<file path="src/rtl/demux_12_pkg.sv">
// Shared types for the 1-to-2 packet stream demultiplexer.
// Holds the routing FSM states and the output index constants.
package demux_12_pkg;

   typedef enum logic [1:0] {
      IDLE = 2'd0,
      PKT0 = 2'd1,
      PKT1 = 2'd2
   } state_t;

   localparam logic OUT0 = 1'b0;
   localparam logic OUT1 = 1'b1;

endpackage

</file>
<file path="src/rtl/demux_slot.sv">
// One-entry output register (data, last, valid) with load/drain handshake.
// o_avail tells the producer a load this cycle will not overwrite a pending beat.
module demux_slot #(
   parameter int WIDTH = 8
) (
   input  logic             clk,
   input  logic             rst,
   input  logic             i_load,
   input  logic [WIDTH-1:0] i_data,
   input  logic             i_last,
   input  logic             i_ready,
   output logic [WIDTH-1:0] o_data,
   output logic             o_last,
   output logic             o_valid,
   output logic             o_avail
);

   logic [WIDTH-1:0] r_data;
   logic             r_last;
   logic             r_valid;
   logic             w_drain;

   assign w_drain = r_valid & i_ready;
   assign o_avail = ~r_valid | i_ready;

   // Load wins over drain so a simultaneous drain+load keeps valid high with new data.
   always_ff @(posedge clk or posedge rst) begin
      if (rst) begin
         r_data  <= '0;
         r_last  <= 1'b0;
         r_valid <= 1'b0;
      end else if (i_load) begin
         r_data  <= i_data;
         r_last  <= i_last;
         r_valid <= 1'b1;
      end else if (w_drain) begin
         r_valid <= 1'b0;
      end
   end

   assign o_data  = r_data;
   assign o_last  = r_last;
   assign o_valid = r_valid;

endmodule

</file>
<file path="src/rtl/demux_12_stream.sv">
// Registered 1-to-2 stream demultiplexer with packet-level routing.
// The route is latched on a packet's first beat and held until its last beat.
module demux_12_stream
   import demux_12_pkg::*;
#(
   parameter int WIDTH   = 8,
   parameter int COUNT_W = 8
) (
   input  logic               clk,
   input  logic               rst,
   input  logic [WIDTH-1:0]   i,
   input  logic               i_valid,
   input  logic               i_last,
   output logic               i_ready,
   input  logic               s,
   output logic [WIDTH-1:0]   o0,
   output logic [WIDTH-1:0]   o1,
   output logic               o0_valid,
   output logic               o1_valid,
   output logic               o0_last,
   output logic               o1_last,
   input  logic               o0_ready,
   input  logic               o1_ready,
   output logic [COUNT_W-1:0] pkt0_cnt,
   output logic [COUNT_W-1:0] pkt1_cnt
);

   state_t             r_state;
   state_t             w_next;
   logic               w_tgt;
   logic               w_avail0;
   logic               w_avail1;
   logic               w_accept;
   logic               w_load0;
   logic               w_load1;
   logic [COUNT_W-1:0] r_cnt0;
   logic [COUNT_W-1:0] r_cnt1;

   // s only matters while no packet is open.
   always_comb begin
      w_tgt = s;
      case (r_state)
         PKT0:    w_tgt = OUT0;
         PKT1:    w_tgt = OUT1;
         default: w_tgt = s;
      endcase
   end

   assign i_ready  = (w_tgt == OUT1) ? w_avail1 : w_avail0;
   assign w_accept = i_valid & i_ready;
   assign w_load0  = w_accept & (w_tgt == OUT0);
   assign w_load1  = w_accept & (w_tgt == OUT1);

   always_ff @(posedge clk or posedge rst) begin
      if (rst) begin
         r_state <= IDLE;
      end else begin
         r_state <= w_next;
      end
   end

   always_comb begin
      w_next = r_state;
      if (w_accept) begin
         case (r_state)
            IDLE: begin
               if (!i_last) begin
                  w_next = (s == OUT1) ? PKT1 : PKT0;
               end
            end
            PKT0, PKT1: begin
               if (i_last) begin
                  w_next = IDLE;
               end
            end
            default: w_next = IDLE;
         endcase
      end
   end

   always_ff @(posedge clk or posedge rst) begin
      if (rst) begin
         r_cnt0 <= '0;
         r_cnt1 <= '0;
      end else begin
         if (w_load0 && i_last) begin
            r_cnt0 <= r_cnt0 + 1'b1;
         end
         if (w_load1 && i_last) begin
            r_cnt1 <= r_cnt1 + 1'b1;
         end
      end
   end

   assign pkt0_cnt = r_cnt0;
   assign pkt1_cnt = r_cnt1;

   demux_slot #(.WIDTH(WIDTH)) u_slot0 (
      .clk     (clk),
      .rst     (rst),
      .i_load  (w_load0),
      .i_data  (i),
      .i_last  (i_last),
      .i_ready (o0_ready),
      .o_data  (o0),
      .o_last  (o0_last),
      .o_valid (o0_valid),
      .o_avail (w_avail0)
   );

   demux_slot #(.WIDTH(WIDTH)) u_slot1 (
      .clk     (clk),
      .rst     (rst),
      .i_load  (w_load1),
      .i_data  (i),
      .i_last  (i_last),
      .i_ready (o1_ready),
      .o_data  (o1),
      .o_last  (o1_last),
      .o_valid (o1_valid),
      .o_avail (w_avail1)
   );

endmodule

</file>
<file path="config.mk">
export PLATFORM = sky130hd
export DESIGN_NAME = demux_12_stream
export DESIGN_NICKNAME = d
export VERILOG_FILES = /design/src/rtl/demux_12_pkg.sv /design/src/rtl/demux_slot.sv /design/src/rtl/demux_12_stream.sv
export SDC_FILE = /design/constraint.sdc
export NUM_CORES = 1
export LEC_CHECK = 0
export ABC_AREA = 0
export ABC_CLOCK_PERIOD_IN_PS = 3100
export BUFFER_PORTS_ARGS = -buffer_cell sky130_fd_sc_hd__buf_2
export CORE_AREA = 2 2 68 70
export CTS_BUF_LIST = sky130_fd_sc_hd__clkbuf_4
export DETAILED_ROUTE_END_ITERATION = 16
export DIE_AREA = 0 0 70 72
export PLACE_DENSITY = 0.61
export SYNTH_ARGS = -nofsm -noshare
export SYNTH_HDL_FRONTEND = slang
export SYNTH_SLANG_ARGS = --single-unit
</file>
<file path="constraint.sdc">
create_clock -name clk -period 3.1 [get_ports clk]
set_input_delay 0.465 -clock clk [delete_from_list [all_inputs] [get_ports clk]]
set_output_delay 0.465 -clock clk [all_outputs]
set_load 0.05 [all_outputs]
</file>
==> flow_summary.yaml, run 1 <==
synthesis:
  ys_warn_count: 0
  synth_edf_count: 0
  synth_top_family_by_area: "simple AND/OR/NAND/NOR gates"
  ys.flop_type: "dfrtp_1"
  yosysTopAreaCellShare: 0.566
  synth.avg_cell_area_um2: 12.1
  syn_inst: 139
  synth_compound_gate_area_share: 0.0119
  synth_xor_area_frac: 0.0730
  synth_area_leaders: "dfrtp_1 57%, nand2_1 7.8%, mux2_2 6.7%, xnor2_1 4.2%, xor2_1 3.1%"
  synth_simple_gate_area_frac: 0.211
  synth_mux_area_frac: 0.0969
  ys_ff_latch: 38
  synthArstFlopShare: 1.00
  ys_seq_area_frac: 0.566
  synth_largest_area_cell: "dfrtp_1"
  syn_area_mm2: 0.00168
  synth_nets: 158
  synth_cell_types: 27
  synth_fa_ha_area_frac: 0.0298
run:
  maxCapViolCount: 0
drt:
  drtIter0Drc: 51
  wl_per_cell_um: 14.0
  drc: 0
  vias: 1207
  dr.pass1.iters: 4
  wl_mm: 3.50
  drtAntennaViolNets: 0
  routed_via_density: 4.83
timing:
  post-route-min-period_ns: 2.58
  clock-skew-final_ns: 0.0115
  rsz0062_at_grt: "no"
  slew_viol_final: 0
  tightest_slew_ns: 0.730
  finalSetupTns_ns: 0
  final_hold_viol_count: 0
  finalSetupViolations: 0
  slew_headroom: 0.513
  period_share: 0.831
  fmax_mhz: 388
pwr:
  p_leak_nw: 1.08
  peakVddDrop_mv: 0.619
  power.density_mw_per_mm2: 1170
clocking:
  cts.clk_slew.worst_paths_ns: 0.11
  cts_num_sinks: 38
  cts_tree: "yes"
  htreeDepth: 2
  cts-root-buf: "clkbuf_4"
  cts_buffers: 5
  cts_buffer_depth: 2
  clock_latency_ns: 0.34
  post-cts-setup-buffer-count: 0
  postCtsHoldBufs: 0
  cts_resized: 0
worst_setup_path:
  r2r_cells: 6
  startpoint_type: "flop"
  crit_type: "flop to output port"
  crit_path_start: "r_state[0]"
  arrival_ns: 2.11
  r2r-end: "pkt1_cnt[1]"
  regToRegSetupSlack_ns: 1.09
  worstSetupEndpointType: "output port"
  worstPathRequired_ns: 2.63
  path_max_fanout: 4
  worstSetupEndpoint: "i_ready"
  r2r-start: "r_state[0]"
hold_path:
  hold_class: "input pin to asynchronous set/reset pin"
die:
  dieArea_mm2: 0.00504
  core_area_mm2: 0.00426
  rows: 24
  ioPinCount: 52
  die-width_um: 70
  initial_utilization: 0.394
  die_h_um: 72
grt:
  grt_pass1_wl_mm: 6.06
  track_usage: 0.153
  grt_max_degree: 21
  first_global_vias: 1251
  grt-ovfl-total: 0
  antenna_found_initial: 0
cells_and_area:
  area_growth_pct: 22.0
  nFillCells: 421
  multi_input_area_um2: 709
  seq_area_um2: 951
  final_util: 0.480
  num_antenna_cells: 0
  drive_gt1_frac: 0.389
  nNetsFinal: 216
place:
  io_buffers: 51
  dp_hpwl_mm: 2.63
  globalplace.congestion: 0.696
status:
  status: "finished, final reports clean"
cell usage in the layout, fill, tap and decap left out:
cell type | Yosys | routed
buf_2 | 0 | 51
dfrtp_1 | 38 | 38
nand2_1 | 35 | 35
mux2_2 | 10 | 10
xnor2_1 | 8 | 8
nand3_1 | 7 | 7
xor2_1 | 6 | 6
clkbuf_4 | 0 | 5
ha_1 | 4 | 4
and3_1 | 3 | 3
inv_1 | 3 | 3
clkinv_1 | 0 | 3
mux2_4 | 2 | 2
nand2_4 | 2 | 2
mux2i_1 | 2 | 2
nor2_1 | 2 | 2
nor3_1 | 2 | 2
o22ai_1 | 2 | 2
nand4_1 | 2 | 2
or2b_2 | 1 | 1
nand4bb_4 | 1 | 1
nand2b_1 | 1 | 1
nand3_2 | 1 | 1
nor2b_1 | 1 | 1
nor3_4 | 1 | 1
a21o_1 | 1 | 1
nor4_2 | 1 | 1
nor4_4 | 1 | 1
nand3b_1 | 1 | 1
buf_4 | 1 | 1
critical path, cell delays in order, from the launching register on:
cell	delay (ns)
dfrtp_1	0.36
inv_1	0.07
ha_1	0.36
mux2i_1	0.35
mux2_2	0.42
buf_2	0.22
synthesized netlist by cell type (2+ instances only):
master / number
xnor2_1: 8
mux2_2: 10
and3_1: 3
o22ai_1: 2
nand3_1: 7
nand2_1: 35
dfrtp_1: 38
inv_1: 3
xor2_1: 6
nand4_1: 2
nor2_1: 2
nand2_4: 2
mux2i_1: 2
mux2_4: 2
ha_1: 4
nor3_1: 2
through the flow:
stage	power, mW	setup slack (ns)	hold slack [ns]	area [um2]	cells
6_report	2.41	0.523	0.228	2050	250
5_1_grt	2.56	0.391	0.271	2050	250
4_1_cts	2.44	0.504	0.244	2050	250
3_5_place_dp	2.19	0.901	0.465	2000	242
3_3_place_gp	2.15	0.990	0.451	2000	242
2_1_floorplan	1.87	1.13	0.542	1680	139
worst min-delay path by stage:
stage / slack [ns] / endpoint / start / depth (start not counted)
floorplan: 0.54 / r_state[1] / r_state[1] / 2
global placement: 0.45 / pkt1_cnt[7] / pkt1_cnt[7] / 1
detailed placement: 0.47 / u_slot1.o_data[1] / u_slot1.o_data[1] / 2
CTS: 0.24 / u_slot0.o_data[5] / rst / 2
global route: 0.27 / u_slot0.o_data[7] / rst / 2
finish: 0.23 / u_slot0.o_data[5] / rst / 2
metal layers:
| layer | routed length, um | part of all wire | GRT usage |
|---|---|---|---|
| met5 | 0 | 0 | 0 |
| met1 | 1500 | 0.43 | 0.199 |
| met3 | 257 | 0.073 | 0.0569 |
| met2 | 1700 | 0.49 | 0.241 |
| met4 | 46 | 0.013 | 0.0449 |
registers in the layout, summed over array words and instances, names as in the netlist:
register / flops
u_slot1.o_data: 8
pkt0_cnt: 8
u_slot1.o_valid: 1
u_slot0.o_data: 8
r_state: 2
u_slot0.o_valid: 1
u_slot1.o_last: 1
pkt1_cnt: 8
u_slot0.o_last: 1
power by group:
group / internal, mW / switching [mW]
clock: 0.0809 / 0.155
sequential: 0.686 / 0.144
combinational: 0.358 / 0.982
logic make-up after synthesis:
group	Yosys count
AND/OR/NAND/NOR	62
flip-flops	38
XOR/XNOR	14
multiplexers	14
buffers and inverters	4
adder cells (fa/ha/maj)	4
AO/OA/AOI/OAI	3
area by class of cell:
cell class,instances,area share
inverters,3,0.00550
clock buffers,5,0.0183
clock inverters,3,0.00550
flip-flops and latches,38,0.464
repair buffers,52,0.128
multi-input cells,97,0.346
well taps,52,0.0318
No activity file was read; power rests on OpenSTA's default activity.
==> run 2, diff against run 1 <==
- ABC_AREA: 0 -> 1
- ABC_CLOCK_PERIOD_IN_PS: 3100 -> 2330
- CORE_AREA: 2 2 68 70 -> 2 2 71 73
- DIE_AREA: 0 0 70 72 -> 0 0 73 75
- PLACE_DENSITY: 0.61 -> 0.62
- clock period: 3.1 -> 2.33 ns (I/O delays scaled with it)
==> run 2 against run 1 <==
  * Hold slack worse by 0.14 ns
  * Die area up 8.6%
  * First-iteration DRC count down 12%
  * Register-to-register slack worse by 0.44 ns
  * Critical path depth up 3
  * Final cell count up 36%
  * Critical path type unchanged
  * Largest power group unchanged
==> flow_summary.yaml, run 2 <==
status:
  status: "finished, final reports clean"
worst_setup_path:
  startpoint_type: "flop"
  path_buf_inv: 3
  r2r-end: "pkt0_cnt[3]"
  path_max_fanout: 4
  r2r-start: "r_state[0]"
  worstPathRequired_ns: 1.98
  arrival_ns: 1.76
  cp_top_family: "buffers and inverters"
  r2r_cells: 8
  crit_cells: 8
  cp_cell_sequence: "inv_1 > ha_1 > inv_1 > nand2_2 > nand2_2 > nand2_1 > nand2_1 > buf_2"
  crit_type: "flop to output port"
  worstSetupEndpointType: "output port"
  crit_path_start: "r_state[0]"
  cpPeakStageDelay_ns: 0.36
  cp_slowest_cell: "dfrtp_1"
  regToRegSetupSlack_ns: 0.65
clocking:
  cts_tree: "yes"
  cts_resized: 0
  cts.clk_slew.worst_paths_ns: 0.12
  post-cts-setup-buffer-count: 0
  htreeDepth: 2
  cts-root-buf: "clkbuf_4"
  cts_num_sinks: 38
  postCtsHoldBufs: 0
  clock_latency_ns: 0.35
  cts_buffers: 5
  cts_buffer_depth: 2
synthesis:
  syn_area_mm2: 0.00183
  synth_area_leaders: "dfrtp_1 52%, nand2_1 20%, inv_1 6.8%, o21ai_1 5.2%, ha_1 2.7%"
  ys_warn_count: 0
  syn_inst: 229
  synth_edf_count: 0
  synth.most_common_cell: "nand2_1"
  synth.avg_cell_area_um2: 7.99
  ys_top_cells_by_count: "97 x nand2_1, 38 x dfrtp_1, 33 x inv_1"
  synthArstFlopShare: 1.00
  ys_ff_latch: 38
  synth_nets: 248
  synth_largest_area_cell: "dfrtp_1"
  synth_cell_types: 20
  ys.flop_type: "dfrtp_1"
  ys_seq_area_frac: 0.519
  yosysTopAreaCellShare: 0.519
die:
  core_area_mm2: 0.00466
  ioPinCount: 52
  die_h_um: 75
  initial_utilization: 0.393
  die-width_um: 73
  dieArea_mm2: 0.00548
  rows: 25
drt:
  wl_mm: 3.75
  drtAntennaViolNets: 0
  dr.pass1.iters: 4
  drc: 0
  routed_via_density: 4.50
  vias: 1533
  drtIter0Drc: 45
  wl_per_cell_um: 11.0
timing:
  fmax_mhz: 474
  slew_headroom: 0.686
  slew_viol_final: 0
  finalSetupViolations: 0
  period_share: 0.905
  clock-skew-final_ns: 0.0129
  final_hold_viol_count: 0
  post-route-min-period_ns: 2.11
  rsz0062_at_grt: "no"
  tightest_slew_ns: 0.471
  finalSetupTns_ns: 0
pwr:
  pwr-share-comb: 0.550
  p_int_mw: 1.40
  p_seq_frac: 0.341
  peakVddDrop_mv: 0.546
  swShare: 0.548
  switchingPower_mw: 1.70
  clkPwrFrac: 0.109
  power.density_mw_per_mm2: 1400
  p_leak_nw: 1.32
grt:
  antenna_found_initial: 0
  grt-ovfl-total: 0
  track_usage: 0.154
  first_global_vias: 1469
  grt_max_degree: 39
  grt_pass1_wl_mm: 6.52
cells_and_area:
  seq_area_um2: 951
  nNetsFinal: 305
  area_growth_pct: 20.4
  num_antenna_cells: 0
  final_util: 0.473
  drive_gt1_frac: 0.240
  layout_common_cells: "97 x nand2_1, 51 x buf_2, 38 x dfrtp_1, 33 x inv_1, 19 x o21ai_1"
  final_common_cell: "nand2_1"
  nFillCells: 481
  multi_input_area_um2: 726
run:
  maxCapViolCount: 0
hold_path:
  hold_class: "input pin to asynchronous set/reset pin"
place:
  globalplace.congestion: 0.856
  dp_hpwl_mm: 2.77
  io_buffers: 51
==> run 2: changes by cell type in the layout (fill, tap and decap cells not counted), moves of 3 or more <==
cell,before,now
mux2_2,10,0
xnor2_1,8,3
xor2_1,6,3
nand4_1,2,5
inv_1,3,33
o21ai_1,0,19
and3_1,3,0
nor2_1,2,5
nand2_1,35,97
==> run 2: layer usage <==
metal,track usage,vias up,routed length [um]
met5,0,-,0
met1,0.203,673,1770
li1,-,820,-
met3,0.0375,5,183
met4,0.0700,0,69
met2,0.240,35,1730
==> run 2: worst max path at each step <==
stage	slack (ns)	endpoint
floorplan	0.63	r_state[0]
global placement	0.65	i_ready
detailed placement	0.60	i_ready
CTS	0.19	i_ready
global route	0.05	i_ready
finish	0.22	i_ready
==> run 2: power groups by stage <==
stage          clock (mW)  sequential (mW)  combinational (mW)
6_report            0.337             1.05                1.70
5_1_grt             0.382             1.09                1.85
2_1_floorplan           0             1.85               0.554
3_5_place_dp            0             1.07                1.72
4_1_cts             0.353             1.06                1.72
3_3_place_gp            0             1.07                1.70
==> run 2: logic make-up (layout without fill, tap and decap cells) <==
logic type               count (synthesis)  count (layout)  synth area share
buffers and inverters                   38              96            0.0841
AO/OA/AOI/OAI                           20              20            0.0547
adder cells (fa/ha/maj)                  4               4            0.0273
XOR/XNOR                                 6               6            0.0287
flip-flops                              38              38             0.519
AND/OR/NAND/NOR                        123             123             0.286
==> run 2: stage by stage <==
stage | area (um2) | power [mW] | instances | hold slack, ns | setup slack [ns]
finish | 2200 | 3.09 | 341 | 0.0926 | 0.222
global route | 2200 | 3.32 | 341 | 0.119 | 0.0518
CTS | 2200 | 3.13 | 341 | 0.102 | 0.195
detailed placement | 2150 | 2.79 | 333 | 0.461 | 0.603
global placement | 2150 | 2.77 | 333 | 0.457 | 0.654
floorplan | 1830 | 2.41 | 229 | 0.442 | 0.626
==> run 2: worst reg2reg max path: stages (launching register included) <==
cell,delay [ns]
dfrtp_1,0.36
inv_1,0.06
ha_1,0.30
nand2_1,0.14
nand4_2,0.25
inv_1,0.11
nand2_1,0.19
nand2_1,0.11
nand2_1,0.05
==> run 2: final cells by class <==
| type | count | share of cell area |
|---|---|---|
| well taps | 54 | 0.0307 |
| multi-input cells | 153 | 0.329 |
| repair buffers | 54 | 0.126 |
| clock buffers | 5 | 0.0170 |
| flip-flops and latches | 38 | 0.432 |
| inverters | 34 | 0.0579 |
| clock inverters | 3 | 0.00738 |
